$ cat src/rtl/timer_bank_pkg.sv
// timer_bank_pkg: shared types and constants for the multi-channel timer bank.
// Rev 1.0
`default_nettype none

package timer_bank_pkg;

   typedef enum logic [1:0] {
      ST_IDLE = 2'd0,
      ST_LOAD = 2'd1,
      ST_CNT  = 2'd2
   } state_t;

   localparam logic [1:0] REG_CTRL   = 2'd0;
   localparam logic [1:0] REG_PRESET = 2'd1;
   localparam logic [1:0] REG_COUNT  = 2'd2;
   localparam logic [1:0] REG_STATUS = 2'd3;

   localparam int CTRL_EN     = 0;
   localparam int CTRL_MODE   = 1;
   localparam int CTRL_IM     = 3;
   localparam int CTRL_PSC_LO = 8;
   localparam int PSC_W       = 8;

endpackage

`default_nettype wire

$ cat src/rtl/timer_channel.sv
// timer_channel: one down-counter with prescaler, one-shot/auto-reload FSM and W1C pending flag.
// Rev 1.0
`default_nettype none

module timer_channel
   import timer_bank_pkg::*;
#(
   parameter int CNT_W = 32
) (
   input  logic             clk,
   input  logic             rst_n,
   input  logic             ch_sel,
   input  logic             we,
   input  logic [1:0]       reg_sel,
   input  logic [31:0]      wdata,
   output logic [31:0]      rdata,
   output logic             irq
);

   state_t             state, state_n;
   logic               en, en_n;
   logic               mode, mode_n;
   logic               im, im_n;
   logic [PSC_W-1:0]   psc, psc_n;
   logic [PSC_W-1:0]   psc_cnt, psc_cnt_n;
   logic [CNT_W-1:0]   preset, preset_n;
   logic [CNT_W-1:0]   count, count_n;
   logic               pending, pending_n;
   logic               expire;
   logic               tick;
   logic               wr_ctrl, wr_preset, wr_status;

   assign wr_ctrl   = we && ch_sel && (reg_sel == REG_CTRL);
   assign wr_preset = we && ch_sel && (reg_sel == REG_PRESET);
   assign wr_status = we && ch_sel && (reg_sel == REG_STATUS);
   assign tick      = (psc_cnt == psc);

   always_ff @(posedge clk or negedge rst_n) begin
      if (!rst_n) begin
         state   <= ST_IDLE;
         en      <= 1'b0;
         mode    <= 1'b0;
         im      <= 1'b0;
         psc     <= '0;
         psc_cnt <= '0;
         preset  <= '0;
         count   <= '0;
         pending <= 1'b0;
      end else begin
         state   <= state_n;
         en      <= en_n;
         mode    <= mode_n;
         im      <= im_n;
         psc     <= psc_n;
         psc_cnt <= psc_cnt_n;
         preset  <= preset_n;
         count   <= count_n;
         pending <= pending_n;
      end
   end

   always_comb begin
      state_n   = state;
      count_n   = count;
      psc_cnt_n = psc_cnt;
      expire    = 1'b0;
      case (state)
         ST_IDLE: begin
            if (en) state_n = ST_LOAD;
         end
         ST_LOAD: begin
            count_n   = preset;
            psc_cnt_n = '0;
            if (preset == '0) expire = 1'b1;
            else              state_n = ST_CNT;
         end
         ST_CNT: begin
            if (tick) begin
               psc_cnt_n = '0;
               // count <= 1 expires, so the counter can never wrap below zero
               if (count > CNT_W'(1)) begin
                  count_n = count - CNT_W'(1);
               end else begin
                  count_n = '0;
                  expire  = 1'b1;
               end
            end else begin
               psc_cnt_n = psc_cnt + PSC_W'(1);
            end
         end
         default: state_n = ST_IDLE;
      endcase

      if (expire) state_n = mode ? ST_LOAD : ST_IDLE;

      // A disabling CTRL write overrides the FSM and freezes COUNT on this edge
      if (wr_ctrl && !wdata[CTRL_EN]) begin
         state_n   = ST_IDLE;
         count_n   = count;
         psc_cnt_n = psc_cnt;
      end

      en_n     = en;
      mode_n   = mode;
      im_n     = im;
      psc_n    = psc;
      preset_n = preset;
      if (expire && !mode) en_n = 1'b0;
      if (wr_ctrl) begin
         en_n   = wdata[CTRL_EN];
         mode_n = wdata[CTRL_MODE];
         im_n   = wdata[CTRL_IM];
         psc_n  = wdata[CTRL_PSC_LO +: PSC_W];
      end
      if (wr_preset) preset_n = wdata[CNT_W-1:0];

      pending_n = pending;
      if (wr_status && wdata[0]) pending_n = 1'b0;
      if (expire)                pending_n = 1'b1;
   end

   always_comb begin
      rdata = '0;
      case (reg_sel)
         REG_CTRL:   rdata = {16'h0000, psc, 4'h0, im, 1'b0, mode, en};
         REG_PRESET: rdata = 32'(preset);
         REG_COUNT:  rdata = 32'(count);
         default:    rdata = {31'd0, pending};
      endcase
   end

   assign irq = pending && im;

endmodule

`default_nettype wire

$ cat src/rtl/timer_bank.sv
// timer_bank: NUM_CH memory-mapped timer channels with channel decode, read mux and irq reduction.
// Rev 1.0
`default_nettype none

module timer_bank
   import timer_bank_pkg::*;
#(
   parameter int NUM_CH = 2,
   parameter int CNT_W  = 32,
   parameter int ADDR_W = 8
) (
   input  logic              clk_in,
   input  logic              sys_rstn,
   input  logic [ADDR_W-1:0] addr,
   input  logic              we,
   input  logic [31:0]       wdata,
   output logic [31:0]       rdata,
   output logic [NUM_CH-1:0] irq,
   output logic              irq_any
);

   localparam int CH_W = ADDR_W - 4;

   logic [CH_W-1:0]   ch_idx;
   logic [1:0]        reg_sel;
   logic [NUM_CH-1:0] ch_sel;
   logic [31:0]       ch_rdata [NUM_CH];
   logic              unused_addr;

   assign ch_idx      = addr[ADDR_W-1:4];
   assign reg_sel     = addr[3:2];
   assign unused_addr = ^addr[1:0];

   generate
      for (genvar i = 0; i < NUM_CH; i++) begin : g_ch
         assign ch_sel[i] = (ch_idx == CH_W'(i));

         timer_channel #(
            .CNT_W (CNT_W)
         ) u_ch (
            .clk     (clk_in),
            .rst_n   (sys_rstn),
            .ch_sel  (ch_sel[i]),
            .we      (we),
            .reg_sel (reg_sel),
            .wdata   (wdata),
            .rdata   (ch_rdata[i]),
            .irq     (irq[i])
         );
      end
   endgenerate

   // Out-of-range channel indices match no ch_sel bit and read as zero
   always_comb begin
      rdata = '0;
      for (int i = 0; i < NUM_CH; i++) begin
         if (ch_sel[i]) rdata = ch_rdata[i];
      end
   end

   assign irq_any = |irq;

endmodule

`default_nettype wire

$ cat config.mk
export PLATFORM = sky130hd
export DESIGN_NAME = timer_bank
export DESIGN_NICKNAME = d
export VERILOG_FILES = /design/src/rtl/timer_bank_pkg.sv /design/src/rtl/timer_channel.sv /design/src/rtl/timer_bank.sv
export SDC_FILE = /design/constraint.sdc
export NUM_CORES = 1
export LEC_CHECK = 0
export CAP_MARGIN = 20
export CORE_MARGIN = 4
export CORE_UTILIZATION = 50
export DETAILED_ROUTE_END_ITERATION = 10
export PLACE_DENSITY = 0.73
export SYNTH_ARGS = -nofsm -noshare
export SYNTH_HDL_FRONTEND = slang
export SYNTH_HIERARCHICAL = 1
export SYNTH_SLANG_ARGS = --single-unit
$ cat constraint.sdc
create_clock -name clk_in -period 2.7 [get_ports clk_in]
set_input_delay 0.405 -clock clk_in [delete_from_list [all_inputs] [get_ports clk_in]]
set_output_delay 0.405 -clock clk_in [all_outputs]
set_load 0.02 [all_outputs]
Word level (Yosys, flattened, before mapping):

Cells that the tools add are included.
W data, S select, Z words.

* input bits: 43
* output and inout bits: 35
* register bits: 172

* reductions and logical operators: 38
* bitwise logic cells: 2
* add/subtract/negate cells: 4
* $lt $le $gt $ge: 2
* mux-type cells: 42
* equal/unequal tests: 18

Operators with widths (number)
* $mux W32: 6
* $pmux W32 S3: 2
* $pmux W32 S2: 2
* $gt A32 B1 Y1 const B: 2
* $logic_not A32 Y1: 2
* $sub A32 B1 Y32 const B: 2
* $pmux W8 S2: 2
* $add A8 B1 Y8 const B: 2
* $eq A8 B8 Y1: 2
* $logic_and A1 B1 Y1: 16
* $mux W1: 16
* $mux W2: 8
* $mux W8: 2
* $pmux W2 S3: 2
* $reduce_and A3 Y1: 4
* $reduce_bool A2 Y1: 6
* $eq A2 B2 Y1 const B: 4
* $ne A4 B1 Y1 const B: 2
* $ne A4 B3 Y1 const B: 2
* $eq A2 B1 Y1 const B: 3
* $logic_not A2 Y1: 3
* $ne A3 B1 Y1 const B: 2
* $eq A4 B1 Y1 const B: 1
* $logic_not A4 Y1: 1
* 6 further kinds: 12

Depth between registers and ports, before layout:

Gate-level depths: netlist (run 1).

* depth in word-level cells: 7
* mapped depth: 12

Cells and area by module:

The synthesis (run 1) kept the hierarchy.

Modules (own cells, without submodules)
* timer_channel at g_ch[0].u_ch: seq. area each 2152.1 sq um, instances 1, area each 4966.0 sq um, cells an instance 513
* timer_channel at g_ch[1].u_ch: seq. area each 2152.1 sq um, instances 1, area each 4937.2 sq um, cells an instance 510
* timer_bank: seq. area each 0.0 sq um, instances 1, area each 540.5 sq um, cells an instance 77

Worst setup path after synthesis (run 1):

Ideal clock, no wire load.

* path kind: in2reg
* start: in addr[7]
* end: reg g_ch[1].u_ch.count[19]
* buffers on the path: 4
* stages on the path: 12
* slack: -0.352 ns
* arrival time: 2.975 ns
* required time: 2.623 ns
* cells stage by stage: or3_1 > buf_6 > buf_8 > nor2_1 > nor4bb_1 > nor2b_1 > nand2b_1 > nand2b_1 > clkbuf_1 > clkbuf_1 > o21ai_0 > o21ai_1

* word-level cells in the longest chain between the ends: 6

RTL lines
* start: declaration: RTL line timer_bank.sv:14 `input logic [ADDR_W-1:0] addr,`
* $eq A4 B1 Y1: RTL line timer_bank.sv:36 `assign ch_sel[i] = (ch_idx == CH_W'(i));`
* named net ch_sel[1]: RTL line timer_bank.sv:26 `logic [NUM_CH-1:0] ch_sel;`
* $logic_and A1 B1 Y1 (2 in series): RTL line timer_channel.sv:33 `assign wr_ctrl = we && ch_sel && (reg_sel == REG_CTRL);`
* $logic_and A1 B1 Y1: RTL line timer_channel.sv:97 `if (wr_ctrl && !wdata[CTRL_EN]) begin`
* $not A1 Y1 (no source line)
* $reduce_and A3 Y1 (no source line)
* end signal: assignment: RTL line timer_channel.sv:57 `count <= count_n;`
* end: declaration: RTL line timer_channel.sv:27 `logic [CNT_W-1:0] count, count_n;`

The timed path passes the listed nets, and every way through them passes these cells.
A chain may end at the register's enable or synchronous reset.

Final worst setup path (run 1):

* start: reg g_ch[1].u_ch.count[4]
* end: reg g_ch[1].u_ch.count[31]

* word-level cells in the longest chain between the ends: 4

RTL lines
* $sub A32 B1 Y32 or $gt A32 B1 Y1 (tied branches): RTL line timer_channel.sv:82, timer_channel.sv:81
* $mux W32 (*): RTL line timer_channel.sv:81 `if (count > CNT_W'(1)) begin`
* $mux W32 (*): RTL line timer_channel.sv:78 `if (tick) begin`
* $pmux W32 S2 (*): RTL line timer_channel.sv:67 `case (state)`

Mark *: on every way between the ends. The rest lies on a longest branch, timed or not. The select of a mux whose other input is x is not followed.

==> flow_metrics.tcl, run 1 <==
set metrics [dict create \
    status "completed" \
    ant_nets 0 \
    overflow 0 \
    seq_power_share 0.345 \
    top_usage_layer "met2" \
    fin_skew_ns 0.00811 \
    p_int_w 0.00627 \
    drv_slew 0 \
    reg2reg_slack_ns 0.06 \
    power.density_nw_per_um2 870 \
    wirelength_mm 31.9 \
    post_drt_wl_per_cell_um 21.3 \
    clk_latency_ns 0.44 \
    grt_pass1_wl_mm 50.7 \
    cts_htree_levels 4 \
    met3_usage 0.0503 \
    clockPowerShare 0.219 \
    drive_above_1_share 0.209 \
    clock_sinks 172 \
    switching_share 0.423 \
    yosysSeqAreaShare 0.412 \
    critPathRequiredTime_ns 3.06 \
    synth_edf_count 0 \
    row_count 52 \
    core_sq_um 20400 \
    cts.clk_slew.worst_paths_ns 0.07 \
    grt_max_degree 64 \
    rsz0062_at_grt "true" \
    drc_errors 0 \
    p_sw_w 0.00460 \
    syn-num-nets 1155 \
    syn_inst 1100 \
    finalSetupViolations 0 \
    synth.area.top_cells "dfrtp_1 41%, mux2_2 8.9%, mux2i_1 5.3%, o21ai_0 5.0%, a22o_1 4.4%" \
    ys.flop_type "dfrtp_1" \
    die_h_um 153 \
    gp_congestion 0.929 \
    relSlewSlack 0.587 \
    worstSetupStartpointType "register" \
    ys_top_cells_by_count "172 x dfrtp_1, 104 x o21ai_0, 94 x nor2_1" \
    worstMarginPinSlew_ns 0.618 \
    dieWidth_um 153 \
    clk_path_buf_depth 2 \
    dr.first_iter.drc_count 1179 \
    use_met1 0.398 \
    hold_class "in -> async" \
    yosysTopAreaCell "dfrtp_1" \
    io_buffer_count 75 \
    cp-end-kind "register" \
    final_hold_viol_count 0 \
    r2r_cells 6 \
    cp.arrival_ns 3.00 \
    synthDistinctLibCells 73 \
    track_usage 0.271 \
    crit_chain "or4_4, or4_4, buf_6, or3_4, o41a_1, o22ai_1" \
    synth_top_area_frac 0.412 \
    antenna_found_initial 1 \
    crit_type "reg -> reg" \
    fin_setup_tns_ns 0 \
    cts-root-buf "clkbuf_16" \
    start_util 0.513 \
    ys_async_sr_fraction 1.00 \
    die_area_sq_um 23300 \
    min_period_ns 2.64 \
    crit_fanout 7 \
    yosysMostFrequentCell "dfrtp_1" \
    ioPinCount 78 \
    cts_tree "yes" \
    antenna_cells 0 \
    r2r-end "g_ch[1].u_ch/count[31]" \
    via_per_inst 6.40 \
    maxCapViolCount 0 \
    ys_warn_count 6 \
    cpPeakStageDelay_ns 0.61 \
    r2r_start "g_ch[1].u_ch/count[4]" \
    hold_ws_ns 0.512 \
    synth.avg_cell_area_sq_um 9.49 \
    fmax_ghz 0.379 \
    ys_seq_elements 172 \
    p_leak_nw 5.47 \
    syn-cell-area_sq_um 10400 \
    fin_crit_sh 0.977 \
    seqCellArea_sq_um 4300 \
    grt_pass1_vias 9075 \
    cpMaxStageDelayCell "or4_4" \
    area_delta_synth_final_pct 19.7 \
    drtPass1Iterations 6 \
    dp_hpwl_mm 23.3 \
    final_nets 1268 \
    grt_util_met2 0.415 \
    fillers 1701 \
    p_comb_frac 0.436 \
    multi_input_area_sq_um 5700 \
    crit_top_cell "or4_4" \
    vias 9573 \
    max-vdd-ir-drop_uv 423 \
    cts-buffers-inserted 17 \
]
==> critical path, delay by kind of cell, from the launching register on <==
family	cells	cell delay [ns]
and+or+nand+nor	3	1.56
AOI/OAI and AO/OA	2	0.45
DFF	1	0.38
buffers and inverters	1	0.17
==> cell type report <==
| class | count | share of cell area |
|---|---|---|
| inverters | 29 | 0.00871 |
| well taps | 270 | 0.0270 |
| clock inverters | 14 | 0.0101 |
| clock buffers | 18 | 0.0343 |
| repair buffers | 164 | 0.119 |
| flip-flops and latches | 172 | 0.344 |
| multi-input cells | 829 | 0.456 |
==> logic make-up after synthesis <==
family,share of synthesized area
simple gates,0.171
compound gates,0.193
flops,0.412
mux,0.147
buf+inv,0.0489
xor+xnor,0.0134
fa+ha+maj,0.0144
==> per-stage QoR <==
stage | instances | instance area, sq um | total power (W) | setup WS, ns | utilization
after global routing | 1496 | 12500 | 0.0116 | -0.0169 | 0.614
after floorplan | 1100 | 10500 | 0.00666 | 0.0649 | -
after CTS | 1494 | 12400 | 0.0107 | 0.0269 | 0.610
after detailed placement | 1461 | 11900 | 0.00832 | -0.337 | 0.585
after global placement | 1461 | 11900 | 0.00819 | -0.274 | 0.585
final | 1496 | 12500 | 0.0109 | 0.0613 | 0.614
==> routing by layer <==
layer | vias to the layer above | part of all wire
li1 | 4308 | -
met2 | 484 | 0.45
met4 | 2 | 0.023
met3 | 63 | 0.087
met5 | - | 0.00041
met1 | 4716 | 0.44
==> worst max path at each step <==
stage	slack, ns	to	from
2_1_floorplan	0.06	g_ch[1].u_ch/count[7]	g_ch[1].u_ch/count[13]
3_3_place_gp	-0.27	g_ch[1].u_ch/count[17]	addr[7]
3_5_place_dp	-0.34	g_ch[1].u_ch/count[17]	addr[7]
4_1_cts	0.03	g_ch[1].u_ch/count[27]	g_ch[1].u_ch/count[13]
5_1_grt	-0.02	g_ch[1].u_ch/count[19]	g_ch[1].u_ch/count[7]
6_report	0.06	g_ch[1].u_ch/count[31]	g_ch[1].u_ch/count[4]
==> repair_timing <==
action / 4_1_cts / 5_1_grt
hold endpoints to repair: 56 / 0
hold buffers: 1 / 0
gates cloned: 0 / 1
setup endpoints to repair: 32 / 59
gates resized for setup: 32 / 36
pin swaps: 0 / 4
buffers inserted: 0 / 1
==> layout by cell type (no fill, tap or decap), types with 29 or more instances in the layout <==
cell,netlist,layout
clkdlybuf4s50_1,0,40
nand2_1,62,62
nor3_1,39,38
nor4_1,32,31
o21ai_1,43,45
inv_1,29,29
o21ai_0,104,102
a22o_1,52,52
a21oi_1,59,59
buf_4,4,77
mux2i_1,55,55
dfrtp_1,172,172
nor2_1,94,92
mux2_2,83,83
==> power groups by stage <==
stage               logic [W]  registers [W]  clock network, W
global placement      0.00444        0.00375                 0
finish                0.00474        0.00375           0.00238
floorplan             0.00313        0.00353                 0
detailed placement    0.00455        0.00377                 0
global route          0.00522        0.00381           0.00252
CTS                   0.00458        0.00372           0.00242
==> flip-flops by register name (all words and copies together) (netlist names) <==
name and cells:
g_ch.u_ch/psc 16, g_ch.u_ch/en 2, g_ch.u_ch/pending 2, g_ch.u_ch/im 2, g_ch.u_ch/mode 2, g_ch.u_ch/psc_cnt 16, g_ch.u_ch/state 4, g_ch.u_ch/count 64
g_ch.u_ch/preset 64
Power figures use the tool's default switching activity.
==> run 2, diff against run 1 <==
--- a/config.mk
+++ b/config.mk
@@ -6,7 +6,7 @@
 export NUM_CORES = 1
 export LEC_CHECK = 0
 export CAP_MARGIN = 20
-export CORE_MARGIN = 4
+export CORE_MARGIN = 3
 export CORE_UTILIZATION = 50
 export DETAILED_ROUTE_END_ITERATION = 10
 export PLACE_DENSITY = 0.73
==> flow_metrics.tcl, run 2 (same netlist as run 1, synthesis figures left out) <==
set metrics [dict create \
    r2r_start "g_ch[1].u_ch/count[5]" \
    layout_commonest_cell "dfrtp_1" \
    fillers 1667 \
    fin_setup_tns_ns -0.981 \
    seqCellArea_sq_um 4300 \
    grt_pass1_vias 9327 \
    gp_congestion 0.945 \
    start_util 0.513 \
    min_period_ns 2.82 \
    antenna_cells 0 \
    cpLargestDelayFamily "simple AND/OR/NAND/NOR gates" \
    clk_path_buf_depth 2 \
    drv_slew 0 \
    finalSetupViolations 24 \
    r2r_cells 10 \
    worst-path-buf-inv 4 \
    clk_latency_ns 0.44 \
    dp_hpwl_mm 23.6 \
    cpMaxStageDelayCell "or4_4" \
    overflow 0 \
    top_regs "g_ch.u_ch/count x64, g_ch.u_ch/preset x64" \
    fmax_ghz 0.355 \
    p_total_w 0.0112 \
    row_count 52 \
    most-common-layout-cells "172 x dfrtp_1, 94 x o21ai_0, 89 x nor2_1, 83 x mux2_2, 75 x buf_4" \
    cts_tree "yes" \
    ioPinCount 78 \
    fin_crit_sh 1.04 \
    cts-root-buf "clkbuf_16" \
    die_area_sq_um 22700 \
    hold_class "in -> async" \
    grt_max_degree 70 \
    wirelength_mm 33.1 \
    crit_type "reg -> reg" \
    cts-buffers-inserted 17 \
    grt_pass1_wl_mm 51.5 \
    critPathRequiredTime_ns 3.00 \
    post_drt_wl_per_cell_um 22.1 \
    setup_slack_ns -0.117 \
    place_ws_ns -0.283 \
    p_leak_nw 5.96 \
    violations "setup timing" \
    vias 9545 \
    clock_sinks 172 \
    cp-end-kind "register" \
    drc_errors 0 \
    fin_skew_ns 0.0125 \
    cts_htree_levels 4 \
    cpPeakStageDelay_ns 0.59 \
    dr.first_iter.drc_count 875 \
    relSlewSlack 0.500 \
    via_per_inst 6.35 \
    multi_input_area_sq_um 5820 \
    area_delta_synth_final_pct 23.3 \
    status "complete, but fails checks" \
    rsz0062_at_grt "true" \
    ant_nets 0 \
    die_h_um 151 \
    power.density_nw_per_um2 871 \
    r2r-end "g_ch[1].u_ch/count[21]" \
    io_buffer_count 75 \
    crit_fanout 6 \
    antenna_found_initial 0 \
    final_hold_viol_count 0 \
    reg2reg_slack_ns -0.12 \
    track_usage 0.293 \
    hold_ws_ns 0.00123 \
    drtPass1Iterations 6 \
    crit_chain "or4_4, or4_4, buf_6, o41ai_4, buf_6, buf_12, buf_8, a21oi_2, o21ai_1, nand3_1" \
    cp.arrival_ns 3.12 \
    final_nets 1274 \
    cts.clk_slew.worst_paths_ns 0.07 \
    core_sq_um 20400 \
    max-vdd-ir-drop_uv 560 \
    post-route-util 0.632 \
    maxCapViolCount 0 \
    worstMarginPinSlew_ns 0.749 \
    dieWidth_um 151 \
    drive_above_1_share 0.225 \
    worstSetupStartpointType "register" \
]
==> run 2: metal layers <==
metal / part of all wire / global-route usage / wire [um] / vias to the layer above
met3: 0.094 / 0.0617 / 3130 / 84
li1: - / - / - / 4320
met4: 0.030 / 0.0919 / 986 / 0
met1: 0.43 / 0.422 / 14100 / 4673
met5: 0 / 0 / 0 / -
met2: 0.45 / 0.446 / 14900 / 468
==> run 2: worst max path at each step <==
stage	endpoint	from	cells after the start	slack [ns]
2_1_floorplan	g_ch[1].u_ch/count[7]	g_ch[1].u_ch/count[13]	7	0.06
3_3_place_gp	rdata[14]	addr[2]	8	-0.26
3_5_place_dp	rdata[16]	addr[2]	7	-0.28
4_1_cts	rdata[21]	addr[7]	5	0.0008
5_1_grt	g_ch[1].u_ch/count[21]	g_ch[1].u_ch/count[5]	10	-0.15
6_report	g_ch[1].u_ch/count[21]	g_ch[1].u_ch/count[5]	10	-0.12
==> run 2: through the flow <==
step / instance area [sq um] / instances
detailed placement: 12000 / 1463
global route: 12900 / 1502
finish: 12900 / 1502
global placement: 12000 / 1463
floorplan: 10500 / 1100
CTS: 12600 / 1499
==> run 2: what timing repair did <==
item | in CTS | in global routing
setup buffers | 3 | 3
endpoints found under the setup margin | 34 | 61
hold buffers | 0 | 0
gates cloned | 1 | 1
resized for setup | 8 | 75
pin swaps | 0 | 27
==> run 2: power breakdown <==
group | total (W) | internal [W] | switching, W
clock network | 0.00239 | 0.00124 | 0.00115
logic | 0.00503 | 0.00210 | 0.00293
registers | 0.00379 | 0.00309 | 0.000705
total | 0.0112 | 0.00643 | 0.00479
==> run 2: final cells by class <==
class	count	area share
Clock buffer	18	0.0341
Clock inverter	14	0.00962
Inverter	29	0.00845
Multi-Input combinational cell	829	0.452
Sequential cell	172	0.334
Tap cell	270	0.0262
Timing Repair Buffer	170	0.136
==> run 3, diff against run 2 <==
--- a/config.mk
+++ b/config.mk
@@ -7,9 +7,9 @@
 export LEC_CHECK = 0
 export CAP_MARGIN = 20
 export CORE_MARGIN = 3
-export CORE_UTILIZATION = 50
+export CORE_UTILIZATION = 53
 export DETAILED_ROUTE_END_ITERATION = 10
-export PLACE_DENSITY = 0.73
+export PLACE_DENSITY = 0.76
 export SYNTH_ARGS = -nofsm -noshare
 export SYNTH_HDL_FRONTEND = slang
 export SYNTH_HIERARCHICAL = 1
==> flow_metrics.tcl, run 3 (same netlist as run 1, synthesis figures left out) <==
set metrics [dict create \
    status "completed" \
    fin_skew_ns 0.00968 \
    cp-end-kind "register" \
    min_period_ns 2.69 \
    antenna_cells 0 \
    wirelength_mm 31.8 \
    p_leak_nw 5.51 \
    post_drt_wl_per_cell_um 21.4 \
    fillers 1547 \
    die_h_um 146 \
    critPathRequiredTime_ns 3.02 \
    fin_crit_sh 0.997 \
    final_nets 1273 \
    fmax_ghz 0.371 \
    relSlewSlack 0.566 \
    cts-buffers-inserted 17 \
    power.density_nw_per_um2 882 \
    core_sq_um 19000 \
    grt_pass1_vias 9072 \
    drive_above_1_share 0.219 \
    row_count 50 \
    vias 9668 \
    area_delta_synth_final_pct 19.6 \
    grt_max_degree 53 \
    finalSetupViolations 0 \
    clk_path_buf_depth 2 \
    worstMarginPinSlew_ns 0.646 \
    via_per_inst 6.48 \
    dp_hpwl_mm 23.2 \
    rsz0062_at_grt "true" \
    dieWidth_um 146 \
    most-common-layout-cells "172 x dfrtp_1, 99 x o21ai_0, 93 x nor2_1, 83 x mux2_2, 82 x buf_4" \
    gp_congestion 0.923 \
    r2r-end "g_ch[1].u_ch/count[11]" \
    reg2reg_slack_ns 0.007 \
    cts_htree_levels 4 \
    ant_nets 0 \
    maxCapViolCount 0 \
    dr.first_iter.drc_count 1175 \
    cts.clk_slew.worst_paths_ns 0.07 \
    drc_errors 0 \
    finalInstanceArea_sq_um 12500 \
    antenna_found_initial 0 \
    p_total_w 0.0110 \
    drv_slew 0 \
    overflow 0 \
    io_buffer_count 75 \
    max-vdd-ir-drop_uv 577 \
    setup_slack_ns 0.00747 \
    top_regs "g_ch.u_ch/count x64, g_ch.u_ch/preset x64" \
    grt_pass1_wl_mm 50.4 \
    hold_class "in -> async" \
    track_usage 0.295 \
    cts_tree "yes" \
    worstSetupStartpointType "register" \
    place_area_sq_um 11900 \
    r2r_start "g_ch[1].u_ch/count[7]" \
    layout_commonest_cell "dfrtp_1" \
    crit_type "reg -> reg" \
    cp.arrival_ns 3.02 \
    r2r_cells 6 \
    hold_ws_ns 0.483 \
    ioPinCount 78 \
    cts-root-buf "clkbuf_16" \
    crit_fanout 15 \
    final_hold_viol_count 0 \
    die_area_sq_um 21400 \
    post-route-util 0.657 \
    drtPass1Iterations 7 \
    place_ws_ns -0.338 \
    clock_sinks 172 \
    clk_latency_ns 0.44 \
    start_util 0.549 \
]
run 3: changes by cell type in the layout (fill, tap and decap cells not counted), moves of 5 or more:
cell,change
a21oi_1,+7
o21ai_0,+5
clkbuf_2,+16
buf_4,+7
a21oi_2,-7
dlymetal6s2s_1,-27
dlygate4sd2_1,+14
run 3: worst max path at each step:
stage	from	end	slack [ns]
2_1_floorplan	g_ch[1].u_ch/count[13]	g_ch[1].u_ch/count[7]	0.06
4_1_cts	addr[2]	rdata[0]	0.001
3_5_place_dp	addr[3]	rdata[17]	-0.34
3_3_place_gp	addr[3]	rdata[14]	-0.30
5_1_grt	g_ch[1].u_ch/count[7]	g_ch[1].u_ch/count[29]	-0.05
6_report	g_ch[1].u_ch/count[7]	g_ch[1].u_ch/count[11]	0.007
run 3: power breakdown:
| part | switching [W] | total, W | internal [W] |
|---|---|---|---|
| registers | 0.000676 | 0.00376 | 0.00309 |
| clock network | 0.00113 | 0.00254 | 0.00141 |
| logic | 0.00277 | 0.00471 | 0.00195 |
run 3: through the flow:
step,std cells,TNS [ns]
final,1491,0
after global routing,1491,-0.206
after CTS,1488,0
after detailed placement,1455,-9.20
after global placement,1455,-8.41
after floorplan,1100,0
run 3: final cells by class:
| class | count | area (sq um) | share of cell area |
|---|---|---|---|
| clock inverter | 14 | 159 | 0.0127 |
| clock buffer | 18 | 439 | 0.0351 |
| tap | 260 | 325 | 0.0260 |
| multi-input combinational | 829 | 5680 | 0.454 |
| sequential | 172 | 4300 | 0.344 |
| timing repair buffer | 169 | 1480 | 0.119 |
| inverter | 29 | 109 | 0.00871 |
run 3: what timing repair did:
| action | 4_1_cts | 5_1_grt |
|---|---|---|
| resized for setup | 35 | 45 |
| buffers inserted | 0 | 3 |
| pin swaps | 0 | 2 |
| endpoints found under the hold margin | 48 | 0 |
| hold buffers | 1 | 0 |
| endpoints found under the setup margin | 32 | 32 |
run 3: worst max-delay path, cell delays in order, from the launching register on:
cell and delay [ns]:
dfrtp_1 0.39, or4_4 0.55, or4_4 0.62, o41a_4 0.57
o21ai_0 0.11, nand2_1 0.07, a22o_1 0.26
run 3: routing by layer:
layer / routed length (um) / global-route usage
met3: 3030 / 0.0621
met1: 13500 / 0.421
met4: 863 / 0.0828
met2: 14400 / 0.457
met5: 0 / 0
